--- src/rtl/ram_search_ctrl_if.sv ---
`default_nettype none
// ============================================================================
// Module   : ram_search_ctrl_if
// Purpose  : Command / response handshake bundle for ram_search_ctrl.
//            The master modport is the command issuer and response consumer.
//            The slave modport is the controller itself.
// Signals  : cmd_valid/cmd_ready/cmd_op/cmd_data  - command channel
//            rsp_valid/rsp_ready/rsp_found/rsp_index/rsp_err - response channel
// Revision : 1.0 - initial release
// ============================================================================
interface ram_search_ctrl_if #(
  parameter int DW = 8,
  parameter int AW = 4
);
  logic          cmd_valid;
  logic          cmd_ready;
  logic [1:0]    cmd_op;
  logic [DW-1:0] cmd_data;
  logic          rsp_valid;
  logic          rsp_ready;
  logic          rsp_found;
  logic [AW-1:0] rsp_index;
  logic [1:0]    rsp_err;

  modport master (
    output cmd_valid, cmd_op, cmd_data, rsp_ready,
    input  cmd_ready, rsp_valid, rsp_found, rsp_index, rsp_err
  );

  modport slave (
    input  cmd_valid, cmd_op, cmd_data, rsp_ready,
    output cmd_ready, rsp_valid, rsp_found, rsp_index, rsp_err
  );
endinterface
`default_nettype wire

--- src/rtl/ram_search_ctrl.sv ---
`default_nettype none
// ============================================================================
// Module   : ram_search_ctrl
// Purpose  : Command front-end for the RAM search stage. Accepts insert,
//            search and clear commands, sequences the add/start/clear strobes
//            of the search stage, waits on its rdy and returns a qualified
//            hit/index/error response.
// Ports    : clk        - clock, all state changes on posedge
//            reset_n    - asynchronous active-low reset
//            bus        - command/response handshake (slave side)
//            srch_add   - search stage add strobe
//            srch_start - search stage start strobe
//            srch_clr   - search stage synchronous clear strobe
//            srch_x     - search stage data / key
//            srch_rdy   - search stage done
//            srch_found - search stage match
//            count      - number of valid entries (0..2**AW)
// Revision : 1.0 - initial release
// ============================================================================
module ram_search_ctrl #(
  parameter int DW  = 8,
  parameter int AW  = 4,
  parameter int TMO = 20
) (
  input  logic               clk,
  input  logic               reset_n,
  ram_search_ctrl_if.slave   bus,
  output logic               srch_add,
  output logic               srch_start,
  output logic               srch_clr,
  output logic [DW-1:0]      srch_x,
  input  logic               srch_rdy,
  input  logic               srch_found,
  output logic [AW:0]        count
);

  localparam int            TW       = $clog2(TMO + 1);
  localparam logic [AW:0]   FULL     = (AW+1)'(2**AW);
  localparam logic [TW-1:0] TMO_LIM  = TW'(TMO);
  localparam logic [AW-1:0] IDX_MAX  = '1;

  localparam logic [1:0] OP_INS    = 2'b00;
  localparam logic [1:0] OP_SRCH   = 2'b01;
  localparam logic [1:0] OP_CLR    = 2'b10;

  localparam logic [1:0] ERR_OK    = 2'b00;
  localparam logic [1:0] ERR_FULL  = 2'b01;
  localparam logic [1:0] ERR_TMO   = 2'b10;
  localparam logic [1:0] ERR_BADOP = 2'b11;

  typedef enum logic [2:0] {
    S_IDLE   = 3'd0,
    S_INS    = 3'd1,
    S_CLR    = 3'd2,
    S_SSTART = 3'd3,
    S_SWAIT  = 3'd4,
    S_RESP   = 3'd5
  } state_t;

  state_t        r_state, w_state;
  logic          r_init;
  logic          r_cmd_ready, w_cmd_ready;
  logic          r_rsp_valid, w_rsp_valid;
  logic          r_rsp_found, w_rsp_found;
  logic [AW-1:0] r_rsp_index, w_rsp_index;
  logic [1:0]    r_rsp_err,   w_rsp_err;
  logic [AW-1:0] r_idx,       w_idx;
  logic [TW-1:0] r_tmo,       w_tmo;
  logic          w_add, w_start, w_clr;
  logic [DW-1:0] w_x;
  logic [AW:0]   w_count;

  // Strobes are registered on entry to INS/CLR/SSTART, so each is high for
  // exactly one full period and therefore straddles one negedge of the
  // search stage.
  always_comb begin
    w_state     = r_state;
    w_add       = 1'b0;
    w_start     = 1'b0;
    w_clr       = 1'b0;
    w_x         = srch_x;
    w_count     = count;
    w_idx       = r_idx;
    w_tmo       = r_tmo;
    w_rsp_valid = r_rsp_valid;
    w_rsp_found = r_rsp_found;
    w_rsp_index = r_rsp_index;
    w_rsp_err   = r_rsp_err;

    if (r_init) begin
      // First cycle after reset release: clear downstream pointers.
      w_clr   = 1'b1;
      w_state = S_IDLE;
    end else begin
      case (r_state)
        S_IDLE: begin
          if (r_cmd_ready && bus.cmd_valid) begin
            w_x         = bus.cmd_data;
            w_rsp_found = 1'b0;
            w_rsp_index = '0;
            w_rsp_err   = ERR_OK;
            case (bus.cmd_op)
              OP_INS: begin
                if (count == FULL) begin
                  w_rsp_err = ERR_FULL;
                  w_state   = S_RESP;
                end else begin
                  w_add   = 1'b1;
                  w_state = S_INS;
                end
              end
              OP_SRCH: begin
                if (count == '0) begin
                  w_state = S_RESP;
                end else begin
                  w_start = 1'b1;
                  w_state = S_SSTART;
                end
              end
              OP_CLR: begin
                w_clr   = 1'b1;
                w_state = S_CLR;
              end
              default: begin
                w_rsp_err = ERR_BADOP;
                w_state   = S_RESP;
              end
            endcase
          end
        end
        S_INS: begin
          w_count     = count + 1'b1;
          w_rsp_valid = 1'b1;
          w_state     = S_RESP;
        end
        S_CLR: begin
          w_count     = '0;
          w_rsp_valid = 1'b1;
          w_state     = S_RESP;
        end
        S_SSTART: begin
          // rdy seen here is left over from the previous search; ignore it.
          w_idx   = '0;
          w_tmo   = '0;
          w_state = S_SWAIT;
        end
        S_SWAIT: begin
          if (srch_rdy) begin
            w_rsp_valid = 1'b1;
            w_state     = S_RESP;
            // A hit at or beyond count is an unwritten slot holding old data.
            if (srch_found && ({1'b0, r_idx} < count)) begin
              w_rsp_found = 1'b1;
              w_rsp_index = r_idx;
            end else begin
              w_rsp_found = 1'b0;
              w_rsp_index = '0;
            end
          end else if (r_tmo == TMO_LIM) begin
            w_rsp_err   = ERR_TMO;
            w_rsp_valid = 1'b1;
            w_state     = S_RESP;
          end else begin
            // Track the downstream scan counter one slot per cycle.
            w_idx = (r_idx == IDX_MAX) ? r_idx : r_idx + 1'b1;
            w_tmo = r_tmo + 1'b1;
          end
        end
        S_RESP: begin
          // Paths that reach RESP straight from IDLE raise rsp_valid one
          // cycle later, keeping their latency equal to insert/clear.
          if (!r_rsp_valid) begin
            w_rsp_valid = 1'b1;
          end else if (bus.rsp_ready) begin
            w_rsp_valid = 1'b0;
            w_state     = S_IDLE;
          end
        end
        default: begin
          w_state = S_IDLE;
        end
      endcase
    end

    w_cmd_ready = (w_state == S_IDLE);
  end

  always_ff @(posedge clk or negedge reset_n) begin
    if (!reset_n) begin
      r_state <= S_IDLE;
    end else begin
      r_state <= w_state;
    end
  end

  always_ff @(posedge clk or negedge reset_n) begin
    if (!reset_n) begin
      r_init      <= 1'b1;
      r_cmd_ready <= 1'b0;
      r_rsp_valid <= 1'b0;
      r_rsp_found <= 1'b0;
      r_rsp_index <= '0;
      r_rsp_err   <= '0;
      r_idx       <= '0;
      r_tmo       <= '0;
      srch_add    <= 1'b0;
      srch_start  <= 1'b0;
      srch_clr    <= 1'b0;
      srch_x      <= '0;
      count       <= '0;
    end else begin
      r_init      <= 1'b0;
      r_cmd_ready <= w_cmd_ready;
      r_rsp_valid <= w_rsp_valid;
      r_rsp_found <= w_rsp_found;
      r_rsp_index <= w_rsp_index;
      r_rsp_err   <= w_rsp_err;
      r_idx       <= w_idx;
      r_tmo       <= w_tmo;
      srch_add    <= w_add;
      srch_start  <= w_start;
      srch_clr    <= w_clr;
      srch_x      <= w_x;
      count       <= w_count;
    end
  end

  assign bus.cmd_ready = r_cmd_ready;
  assign bus.rsp_valid = r_rsp_valid;
  assign bus.rsp_found = r_rsp_found;
  assign bus.rsp_index = r_rsp_index;
  assign bus.rsp_err   = r_rsp_err;

endmodule
`default_nettype wire

--- src/flat_wrapper.sv ---
// flat-port wrapper written by rule: the top's interface ports become plain ports
module ram_search_ctrl_flat 
#(
  parameter int DW  = 8,
  parameter int AW  = 4,
  parameter int TMO = 20
)
  (clk, reset_n, srch_add, srch_start, srch_clr, srch_x, srch_rdy, srch_found, count, bus_cmd_valid, bus_cmd_op, bus_cmd_data, bus_rsp_ready, bus_cmd_ready, bus_rsp_valid, bus_rsp_found, bus_rsp_index, bus_rsp_err);
  ram_search_ctrl_if #(.DW(DW), .AW(AW)) bus_i ();
  input  logic clk;
  input  logic reset_n;
  output logic srch_add;
  output logic srch_start;
  output logic srch_clr;
  output logic [DW-1:0] srch_x;
  input  logic srch_rdy;
  input  logic srch_found;
  output logic [AW:0] count;
  input wire logic [$bits(bus_i.cmd_valid)-1:0] bus_cmd_valid;
  input wire logic [$bits(bus_i.cmd_op)-1:0] bus_cmd_op;
  input wire logic [$bits(bus_i.cmd_data)-1:0] bus_cmd_data;
  input wire logic [$bits(bus_i.rsp_ready)-1:0] bus_rsp_ready;
  output wire logic [$bits(bus_i.cmd_ready)-1:0] bus_cmd_ready;
  output wire logic [$bits(bus_i.rsp_valid)-1:0] bus_rsp_valid;
  output wire logic [$bits(bus_i.rsp_found)-1:0] bus_rsp_found;
  output wire logic [$bits(bus_i.rsp_index)-1:0] bus_rsp_index;
  output wire logic [$bits(bus_i.rsp_err)-1:0] bus_rsp_err;
  assign bus_i.cmd_valid = bus_cmd_valid;
  assign bus_i.cmd_op = bus_cmd_op;
  assign bus_i.cmd_data = bus_cmd_data;
  assign bus_i.rsp_ready = bus_rsp_ready;
  assign bus_cmd_ready = bus_i.cmd_ready;
  assign bus_rsp_valid = bus_i.rsp_valid;
  assign bus_rsp_found = bus_i.rsp_found;
  assign bus_rsp_index = bus_i.rsp_index;
  assign bus_rsp_err = bus_i.rsp_err;
  ram_search_ctrl #(.DW(DW), .AW(AW), .TMO(TMO)) u_core (.clk(clk), .reset_n(reset_n), .bus(bus_i), .srch_add(srch_add), .srch_start(srch_start), .srch_clr(srch_clr), .srch_x(srch_x), .srch_rdy(srch_rdy), .srch_found(srch_found), .count(count));
endmodule
--- config.mk ---
export PLATFORM = sky130hd
export DESIGN_NAME = ram_search_ctrl_flat
export DESIGN_NICKNAME = d
export VERILOG_FILES = /design/src/rtl/ram_search_ctrl_if.sv /design/src/rtl/ram_search_ctrl.sv /design/src/flat_wrapper.sv
export SDC_FILE = /design/constraint.sdc
export NUM_CORES = 1
export LEC_CHECK = 0
export ABC_AREA = 1
export CAP_MARGIN = 0
export CORE_MARGIN = 4
export CORE_UTILIZATION = 30
export CTS_BUF_LIST = sky130_fd_sc_hd__clkbuf_4 sky130_fd_sc_hd__clkbuf_8 sky130_fd_sc_hd__clkbuf_16
export DETAILED_ROUTE_END_ITERATION = 7
export HOLD_SLACK_MARGIN = 0.15
export PLACE_DENSITY = 0.49
export SYNTH_ARGS = -nofsm -noshare
export SYNTH_HDL_FRONTEND = slang
export SYNTH_SLANG_ARGS = --single-unit
export TNS_END_PERCENT = 1
--- constraint.sdc ---
create_clock -name clk -period 2 [get_ports clk]
set_clock_uncertainty 0.2 [all_clocks]
set_input_delay 0.2 -clock clk [delete_from_list [all_inputs] [get_ports clk]]
set_output_delay 0.2 -clock clk [all_outputs]
set_load 0.005 [all_outputs]
==> impl_metrics.tcl <==
set metrics [dict create \
    status "completed" \
    postRouteAntennaNets 0 \
    netSwitchingPower_mw 1.32 \
    cts_max_level 2 \
    routedWlPerCell_um 12.5 \
    synthXorXnorAreaFrac_pct 1.29 \
    layout_commonest_cell "nand2_1" \
    vias 1719 \
    ys_warn_count 0 \
    cp.required_ns 2.03 \
    drt_iter0_markers 63 \
    start_util_pct 31.5 \
    final_area_um2 2700 \
    muxShareOfSynthArea_pct 0 \
    wirelength_mm 4.67 \
    p_leak_nw 1.29 \
    synth_simple_gate_area_share_pct 32.6 \
    critPathKind "flip-flop to flip-flop" \
    grt_max_degree 39 \
    viasPerCell 4.60 \
    io_pins 41 \
    fmax_ghz 0.588 \
    die_h_um 90.4 \
    drive_gt1_share_pct 15.8 \
    fin_crit_ns 1.70 \
    overflow 0 \
    utilization_pct 41.8 \
    cpPeakStageDelay_ns 0.45 \
    drcViolationCount 0 \
    cts_tree "done" \
    ir_drop_v 0.000499 \
    final_cell_mix "nand2_1, clkdlybuf4s50_1, dfrtp_1" \
    io_buffers 40 \
    cts_made_buffers 5 \
    setup_viol 0 \
    die_w_um 90.4 \
    path_buf_inv 1 \
    power_switching_share_pct 37.8 \
    relSlewSlack_pct 66.6 \
    nFillCells 691 \
    end_kind "flip-flop" \
    synth_top_family_by_area "simple AND/OR/NAND/NOR gates" \
    globalplace.congestion 0.713 \
    avgSynthCellArea_um2 8.34 \
    syn_to_final_growth_pct 32.7 \
    crit_family "flip-flops" \
    dp_slack_ns 0.238 \
    syn-num-nets 268 \
    yosysSeqAreaShare_pct 46.8 \
    synthCells 244 \
    max_cap_viol_count 0 \
    worst_slack_ns 0.299 \
    antenna_found_initial 0 \
    crit_chain "inv_1 -> ha_1 -> nand2_1 -> o21ai_0 -> nor2_1 -> nand2_2 -> o21ai_2" \
    drv_slew 0 \
    p_int_mw 2.17 \
    crit_path_start_kind "flip-flop" \
    synthesis.area_um2 2040 \
    rsz0062_at_grt "no" \
    post-dp-hpwl_mm 3.49 \
    grt_pass1_vias 1780 \
    r2r_slack_ns 0.30 \
    ys_ff_latch 38 \
    clock_sinks 38 \
    hold_viol 0 \
    track_usage_pct 12.5 \
    cts_root_buf "clkbuf_8" \
    synth-adder-area-share_pct 4.92 \
    regArea_um2 952 \
    worstHoldPathType "primary input to flip-flop" \
    tns_ns 0 \
    synth_compound_area_share_pct 8.05 \
    multi_input_area_um2 958 \
    ys_types 31 \
    core_um2 6460 \
    clockBufferDepth 2 \
    clkPwrFrac_pct 22.8 \
    cp_max_fo 6 \
    p_comb_share_pct 42.2 \
    worst_pin_slew_ns 0.501 \
    clk_latency_ns 0.30 \
    p_seq_share_pct 35.0 \
    crit_slowest_cell "dfrtp_1" \
    place_area_um2 2550 \
    p_per_area_nw_per_um2 1290 \
    cts_resized 0 \
    rows 29 \
    first_pass_iters 4 \
    clk_pin_slew_ns 0.09 \
    nNetsFinal 320 \
    fin_crit_sh_pct 85.0 \
    die_area_um2 8170 \
    grt_pass1_wl_mm 8.36 \
    n_antenna_cell 0 \
    cp.arrival_ns 1.73 \
]
-- area by class of cell --
cell class	count	share of cell area (%)
clock buffer	5	2.55
multi-input combinational	175	35.5
inverter	30	4.21
clock inverter	3	2.55
sequential	38	35.2
tap	77	3.57
timing repair buffer	46	16.4
-- layer usage --
| metal | share of wire (%) | wire length (µm) | track usage, % | up-vias |
|---|---|---|---|---|
| met2 | 44 | 2060 | 19.7 | 37 |
| met3 | 6.7 | 312 | 4.75 | 6 |
| met4 | 1.2 | 56 | 3.44 | 0 |
| li1 | - | - | - | 898 |
| met1 | 48 | 2240 | 15.9 | 778 |
| met5 | 0 | 0 | 0 | - |
-- worst min-delay path, delay by kind of cell --
family | cells | cell delay (ns)
buffers and inverters | 1 | 0.39
AND/OR/NAND/NOR | 2 | 0.10
-- what timing repair did --
action | in CTS | in global routing
endpoints found under the hold margin | 38 | 0
setup buffers | 0 | 0
hold buffers | 1 | 0
-- cell usage after synthesis --
library cell | instances | share of area (%)
nor2_2 | 2 | 0.61
and2_1 | 1 | 0.31
o21ai_2 | 4 | 1.7
nor3_2 | 1 | 0.49
inv_1 | 20 | 3.7
o31ai_1 | 2 | 0.74
nor2_8 | 1 | 0.98
nor2_4 | 5 | 2.8
nand4_1 | 7 | 2.2
or2_2 | 1 | 0.31
clkinv_2 | 1 | 0.25
nor2_1 | 14 | 2.6
nor3_1 | 3 | 0.74
nor3b_1 | 1 | 0.37
inv_2 | 9 | 1.7
conb_1 | 1 | 0.18
nand3b_1 | 1 | 0.37
nand2_4 | 2 | 1.1
nand2_1 | 69 | 13
buf_6 | 1 | 0.55
a21oi_1 | 9 | 2.2
dfstp_2 | 1 | 1.3
dfrtp_1 | 37 | 45
ha_1 | 8 | 4.9
nand3_1 | 22 | 5.4
o21ai_1 | 5 | 1.2
nand3_2 | 1 | 0.49
a21oi_2 | 1 | 0.43
nand2_2 | 4 | 1.2
o21ai_0 | 7 | 1.7
xor2_1 | 3 | 1.3
-- through the flow --
step	hold WS, ns	cells	power (mW)
finish	0.224	374	3.50
detailed placement	0.0945	365	2.72
global placement	0.0967	365	2.73
CTS	0.214	374	3.56
global route	0.221	374	3.81
floorplan	-0.296	244	2.11
-- power groups by stage --
stage	Combinational, mW	Clock [mW]	Sequential, mW
after floorplan	0.885	0	1.22
after global routing	1.70	0.848	1.26
after global placement	1.49	0	1.24
after CTS	1.51	0.823	1.23
after detailed placement	1.49	0	1.23
final	1.48	0.798	1.22
-- cell families after synthesis --
family / Yosys count
and+or+nand+nor: 135
adders and majority gates: 8
DFF: 38
other: 1
AOI/OAI and AO/OA: 28
xor gates and xnor gates: 3
buffers and inverters: 31
-- path summary, 6_finish.rpt --
| check | from | to | cells past startpoint |
|---|---|---|---|
| max in group asynchronous | reset_n | u_core.r_init | 3 |
| worst max-delay path | u_core.count[3] | u_core.bus.rsp_index[0] | 7 |
| worst max register to register | u_core.count[3] | u_core.bus.rsp_index[0] | 7 |
| worst min-delay path | bus_cmd_data[0] | u_core.srch_x[0] | 3 |
| worst min register to register | u_core.bus.rsp_index[3] | u_core.bus.rsp_index[3] | 2 |
| min in group asynchronous | reset_n | u_core.srch_x[5] | 3 |
-- sequential cells by signal (all words and copies together) (netlist names), 2 cells and up --
register,cells
u_core.srch_x,8
u_core.count,5
u_core.r_tmo,5
u_core.bus.rsp_index,4
u_core.r_idx,4
u_core.r_state,3
u_core.bus.rsp_err,2
Note: power is estimated with default switching activity, not from simulation.
